<file path="src/rtl/fir_stream_adapter_if.sv">
// Handshake bundle around fir_stream_adapter: upstream sample stream, FIR core
// strobe/data pair and downstream result stream. "slave" is the adapter's view.
interface fir_stream_adapter_if #(
  parameter int unsigned InputWidth  = 16,
  parameter int unsigned OutputWidth = 38,
  parameter int unsigned ResultWidth = 16
);
  logic                   s_valid;
  logic                   s_ready;
  logic [InputWidth-1:0]  s_data;
  logic                   inputValid;
  logic [InputWidth-1:0]  FIR_input;
  logic                   outputValid;
  logic [OutputWidth-1:0] FIR_output;
  logic                   m_valid;
  logic                   m_ready;
  logic [ResultWidth-1:0] m_data;

  modport slave (
    input  s_valid, s_data, outputValid, FIR_output, m_ready,
    output s_ready, inputValid, FIR_input, m_valid, m_data
  );

  modport master (
    output s_valid, s_data, outputValid, FIR_output, m_ready,
    input  s_ready, inputValid, FIR_input, m_valid, m_data
  );
endinterface

</file>
<file path="src/rtl/fir_stream_adapter.sv">
// Valid/ready wrapper around a non-stallable FIR core with a 2-entry result FIFO.
// Define FIR_ADAPTER_SAT_EN for saturating narrowing and the sat_flag output.
module fir_stream_adapter #(
  parameter int unsigned InputWidth  = 16,
  parameter int unsigned OutputWidth = 38,
  parameter int unsigned ResultWidth = 16,
  parameter int unsigned FracShift   = 15
) (
  input  logic                clk,
  input  logic                rst,
  fir_stream_adapter_if.slave bus,
  output logic [15:0]         result_count,
  output logic                protocol_err
`ifdef FIR_ADAPTER_SAT_EN
  ,
  output logic                sat_flag
`endif
);

  localparam logic [1:0] IDLE  = 2'd0;
  localparam logic [1:0] ISSUE = 2'd1;
  localparam logic [1:0] WAIT  = 2'd2;

  logic [1:0]                        state_q, state_d;
  logic [InputWidth-1:0]             fir_input_q;
  logic [1:0][ResultWidth-1:0]       mem_q;
  logic                              wr_ptr_q, rd_ptr_q;
  logic [1:0]                        count_q, count_d;
  logic [15:0]                       result_count_q;
  logic                              protocol_err_q;

  logic                              s_ready_int;
  logic                              accept, push, pop, stray;
  logic signed [OutputWidth-1:0]     shifted;
  logic [ResultWidth-1:0]            narrowed;

  // A FIFO slot is reserved at accept time, so a push can never hit a full FIFO.
  assign s_ready_int = !rst && (state_q == IDLE) && (count_q != 2'd2);
  assign accept      = bus.s_valid && s_ready_int;
  assign push        = (state_q == WAIT) && bus.outputValid;
  assign stray       = (state_q != WAIT) && bus.outputValid;
  assign pop         = (count_q != 2'd0) && bus.m_ready;

  assign shifted = $signed(bus.FIR_output) >>> FracShift;

`ifdef FIR_ADAPTER_SAT_EN
  logic [OutputWidth-ResultWidth:0] hi_bits;
  logic                             ovf;
  logic                             sat_flag_q;

  // In range only if every bit from the result sign bit upward matches.
  assign hi_bits  = shifted[OutputWidth-1:ResultWidth-1];
  assign ovf      = !((&hi_bits) || !(|hi_bits));
  assign narrowed = !ovf ? shifted[ResultWidth-1:0] :
                    shifted[OutputWidth-1] ? {1'b1, {(ResultWidth-1){1'b0}}}
                                           : {1'b0, {(ResultWidth-1){1'b1}}};

  always_ff @(posedge clk) begin
    if (rst)               sat_flag_q <= 1'b0;
    else if (push && ovf)  sat_flag_q <= 1'b1;
  end

  assign sat_flag = !rst && sat_flag_q;
`else
  logic unused_hi;

  assign narrowed  = shifted[ResultWidth-1:0];
  assign unused_hi = ^shifted[OutputWidth-1:ResultWidth];
`endif

  always_comb begin
    state_d = state_q;
    case (state_q)
      IDLE:    if (accept) state_d = ISSUE;
      ISSUE:   state_d = WAIT;
      WAIT:    if (bus.outputValid) state_d = IDLE;
      default: state_d = IDLE;
    endcase
  end

  always_comb begin
    count_d = count_q;
    case ({push, pop})
      2'b10:   count_d = count_q + 2'd1;
      2'b01:   count_d = count_q - 2'd1;
      default: count_d = count_q;
    endcase
  end

  always_ff @(posedge clk) begin
    if (rst) begin
      state_q        <= IDLE;
      fir_input_q    <= '0;
      wr_ptr_q       <= 1'b0;
      rd_ptr_q       <= 1'b0;
      count_q        <= '0;
      result_count_q <= '0;
      protocol_err_q <= 1'b0;
    end else begin
      state_q <= state_d;
      count_q <= count_d;
      if (accept) fir_input_q <= bus.s_data;
      if (push) begin
        wr_ptr_q       <= !wr_ptr_q;
        result_count_q <= result_count_q + 16'd1;
      end
      if (pop)   rd_ptr_q       <= !rd_ptr_q;
      if (stray) protocol_err_q <= 1'b1;
    end
  end

  always_ff @(posedge clk) begin
    if (!rst && push) mem_q[wr_ptr_q] <= narrowed;
  end

  assign bus.s_ready    = s_ready_int;
  assign bus.inputValid = !rst && (state_q == ISSUE);
  assign bus.FIR_input  = rst ? '0 : fir_input_q;
  assign bus.m_valid    = !rst && (count_q != 2'd0);
  assign bus.m_data     = rst ? '0 : mem_q[rd_ptr_q];
  assign result_count   = rst ? '0 : result_count_q;
  assign protocol_err   = !rst && protocol_err_q;

endmodule

</file>
<file path="src/flat_wrapper.sv">
// flat-port wrapper written by rule: the top's interface ports become plain ports
module fir_stream_adapter_flat 
#(
  parameter int unsigned InputWidth  = 16,
  parameter int unsigned OutputWidth = 38,
  parameter int unsigned ResultWidth = 16,
  parameter int unsigned FracShift   = 15
)
  (clk, rst, result_count, protocol_err, bus_s_valid, bus_s_data, bus_outputValid, bus_FIR_output, bus_m_ready, bus_s_ready, bus_inputValid, bus_FIR_input, bus_m_valid, bus_m_data);
  fir_stream_adapter_if #(.InputWidth(InputWidth), .OutputWidth(OutputWidth), .ResultWidth(ResultWidth)) bus_i ();
  input  logic clk;
  input  logic rst;
  output logic [15:0] result_count;
  output logic protocol_err;
  input wire logic [$bits(bus_i.s_valid)-1:0] bus_s_valid;
  input wire logic [$bits(bus_i.s_data)-1:0] bus_s_data;
  input wire logic [$bits(bus_i.outputValid)-1:0] bus_outputValid;
  input wire logic [$bits(bus_i.FIR_output)-1:0] bus_FIR_output;
  input wire logic [$bits(bus_i.m_ready)-1:0] bus_m_ready;
  output wire logic [$bits(bus_i.s_ready)-1:0] bus_s_ready;
  output wire logic [$bits(bus_i.inputValid)-1:0] bus_inputValid;
  output wire logic [$bits(bus_i.FIR_input)-1:0] bus_FIR_input;
  output wire logic [$bits(bus_i.m_valid)-1:0] bus_m_valid;
  output wire logic [$bits(bus_i.m_data)-1:0] bus_m_data;
  assign bus_i.s_valid = bus_s_valid;
  assign bus_i.s_data = bus_s_data;
  assign bus_i.outputValid = bus_outputValid;
  assign bus_i.FIR_output = bus_FIR_output;
  assign bus_i.m_ready = bus_m_ready;
  assign bus_s_ready = bus_i.s_ready;
  assign bus_inputValid = bus_i.inputValid;
  assign bus_FIR_input = bus_i.FIR_input;
  assign bus_m_valid = bus_i.m_valid;
  assign bus_m_data = bus_i.m_data;
  fir_stream_adapter #(.InputWidth(InputWidth), .OutputWidth(OutputWidth), .ResultWidth(ResultWidth), .FracShift(FracShift)) u_core (.clk(clk), .rst(rst), .bus(bus_i), .result_count(result_count), .protocol_err(protocol_err));
endmodule
</file>
<file path="config.mk">
export PLATFORM = sky130hd
export DESIGN_NAME = fir_stream_adapter_flat
export DESIGN_NICKNAME = d
export VERILOG_FILES = /design/src/rtl/fir_stream_adapter_if.sv /design/src/rtl/fir_stream_adapter.sv /design/src/flat_wrapper.sv
export SDC_FILE = /design/constraint.sdc
export NUM_CORES = 1
export LEC_CHECK = 0
export CAP_MARGIN = 20
export CORE_MARGIN = 2
export CORE_UTILIZATION = 48
export DETAILED_ROUTE_END_ITERATION = 12
export HOLD_SLACK_MARGIN = 0.06
export PLACE_DENSITY = 0.85
export SYNTH_ARGS = -nofsm -noshare
export SYNTH_HDL_FRONTEND = slang
export SYNTH_SLANG_ARGS = --single-unit
</file>
<file path="constraint.sdc">
create_clock -name clk -period 3.9 [get_ports clk]
set_clock_uncertainty 0.1 [all_clocks]
set_input_delay 0.39 -clock clk [delete_from_list [all_inputs] [get_ports clk]]
set_output_delay 0.39 -clock clk [all_outputs]
set_load 0.05 [all_outputs]
</file>
==> flow_summary.yaml <==
setup_path:
  crit_cells: 3
  cp_top_family: "flip-flops"
  r2r_cells: 3
  cp_slowest_cell: "dfxtp_1"
  path_max_fanout: 17
  crit_buf_inv: 1
  worstSetupPathType: "flop to output port"
  required_ps: 3410
  end_kind: "output port"
  max_stage_delay_ps: 970
  crit_path_cell_trace: "mux2i_1 -> nor2_1 -> clkdlybuf4s50_1"
  cp-start-kind: "flop"
  arrival_ps: 2450
synth:
  syn_inst: 280
  seq_area_frac_synth_pct: 57.6
  synth-compound-area-share_pct: 2.23
  synth_top_area_cell: "edfxtp_1"
  muxShareOfSynthArea_pct: 12.1
  synthTopCellsByArea: "edfxtp_1 (32%), dfxtp_1 (26%), mux2i_1 (11%)"
  avgSynthCellArea_um2: 10.8
  synth_cell_types: 31
  synth_xor_area_share_pct: 2.89
  synthAdderAreaFrac_pct: 0.827
  synth-simple-area-share_pct: 21.7
  syn-cell-area_mm2: 0.00303
  synth_top_family_by_area: "simple AND/OR/NAND/NOR gates"
  synth-seq-cells: 71
  syn_nets: 341
  yosysTopAreaCellShare_pct: 31.8
  yosysWarningCount: 0
sta:
  hold_ws_ps: 391
  finalCriticalPeriod_ps: 2940
  hold_viol_final: 0
  max_freq_mhz: 340
  rsz0062_at_grt: "false"
  setup_ws_ps: 956
  fin_tns_setup_ps: 0
  slew_viol_final: 0
  max-slew-margin-rel_pct: 34.5
  finalCritPeriodShare_pct: 75.5
  setup_viol: 0
  worst_pin_slew_ps: 981
cts:
  htree_levels: 3
  cts_tree: "built"
  cts_buffers: 9
  cts_setup_buffers: 0
  cts.repair.resized: 0
  clkTransAtPathRegs_ps: 70
  hold_buffers: 0
  cts_root_buf: "clkbuf_8"
  clock_latency_ps: 330
  cts.path.max_buffers: 2
  clock_sinks: 71
layout:
  area_delta_synth_final_pct: 36.9
  final_common_cell: "clkdlybuf4s50_1"
  nets: 429
  design_area_mm2: 0.00414
  final_cells: 448
  antenna_cells: 0
  utilization_pct: 69.2
  drive_gt1_share_pct: 8.04
  most-common-layout-cells: "clkdlybuf4s50_1 (87), nor2_1 (55), dfxtp_1 (39)"
  fill_cells: 454
power_and_ir_drop:
  finalPower_mw: 1.54
  cellPowerDensity_mw_per_mm2: 371
  vdd_drop_max_uv: 250
  p_leak_nw: 1.51
placed_design:
  placed_cell_area_mm2: 0.00398
  dp_hpwl_mm: 4.40
  routabilityCongestion: 0.792
  dp.cells: 432
  io_buffer_count: 88
  pre_cts_ws_ps: 1130
hold_path:
  hp-class: "flop to flop"
  hold_depth: 2
global_routing:
  grtUsageTotal_pct: 18.8
  grt_max_degree: 44
  antenna_found_initial: 0
  grt_pass1_wl_mm: 10.5
  grt_pass1_vias: 2268
  gr-total-overflow: 0
drt:
  via_per_inst: 5.05
  ant_nets: 0
  wirelength_mm: 6.24
  drcViolationCount: 0
  dr.pass1.iters: 5
  vias: 2264
  avgRoutedWirePerCell_um: 13.9
  drt_iter0_drc: 57
floorplanning:
  fp.dieW_um: 83.4
  initial_core_util_pct: 50.5
  io_pins: 111
  rows: 28
  die_h_um: 83.4
  dieArea_mm2: 0.00695
  fp.coreArea_mm2: 0.00599
job:
  cap_violations: 0
run_status:
  outcome: "complete, no violations"
[final cells by class]
cell class | instances | area, um^2 | share of cell area [%]
inverters | 5 | 18.8 | 0.453
multi-input cells | 188 | 1210 | 29.2
clock inverters | 7 | 40.0 | 0.966
clock buffers | 9 | 124 | 2.99
well taps | 75 | 93.8 | 2.27
repair buffers | 93 | 913 | 22.0
flip-flops and latches | 71 | 1740 | 42.0
[state kept, by name, summed over array words and instances (netlist names)]
| signal | flops |
|---|---|
| u_core.state_q | 2 |
| u_core.wr_ptr_q | 1 |
| u_core.result_count_q | 16 |
| u_core.mem_q | 32 |
| u_core.protocol_err_q | 1 |
| u_core.rd_ptr_q | 1 |
| u_core.fir_input_q | 16 |
| u_core.count_q | 2 |
[metal layers]
layer  routed length [um]  vias up  track usage (%)
met5                    0        -                0
met4                   70        0             7.15
met3                  322        7             5.27
met2                 3230       59             32.3
met1                 2620     1066             22.2
li1                     -     1132                -
[cell families (layout without fill, tap and decap cells)]
| family | count (synthesis) | in the layout |
|---|---|---|
| flip-flops | 71 | 71 |
| adder cells (fa/ha/maj) | 2 | 2 |
| buffers and inverters | 21 | 114 |
| XOR/XNOR | 10 | 10 |
| multiplexers | 36 | 36 |
| AND/OR/NAND/NOR | 127 | 127 |
| AO/OA/AOI/OAI | 13 | 13 |
[final timing paths]
check / from / end / slack (ps)
setup / recovery: u_core.rd_ptr_q / bus_m_data[1] / 960
hold / removal: u_core.fir_input_q[3] / u_core.fir_input_q[3] / 390
setup reg to reg: u_core.state_q[1] / u_core.mem_q[8] / 1710
hold reg to reg: u_core.fir_input_q[3] / u_core.fir_input_q[3] / 390
[cell usage after synthesis, drive strengths merged]
cell type and count:
a211oi 1, a21oi 6, and4 1, and4b 1, buf 10, clkbuf 6, dfxtp 39, edfxtp 32
ha 2, inv 5, mux2 4, mux2i 32, nand2 5, nand2b 2, nand3 6, nand3b 2
nand4 3, nand4b 1, nor2 55, nor2b 34, nor3 6, nor3b 1, o21ai 6, or2 2
or3 5, or4 3, xnor2 5, xor2 5
[worst register-to-register path, stage by stage, from the launching register on]
cell      delay, ps
dfxtp_1         420
nand3b_1        400
nor3_2          670
buf_4           310
[where the power goes]
part | internal (mW) | switching (mW)
Combinational | 0.103 | 0.128
Clock | 0.224 | 0.268
Sequential | 0.794 | 0.0201
Power figures use the tool's default switching activity.
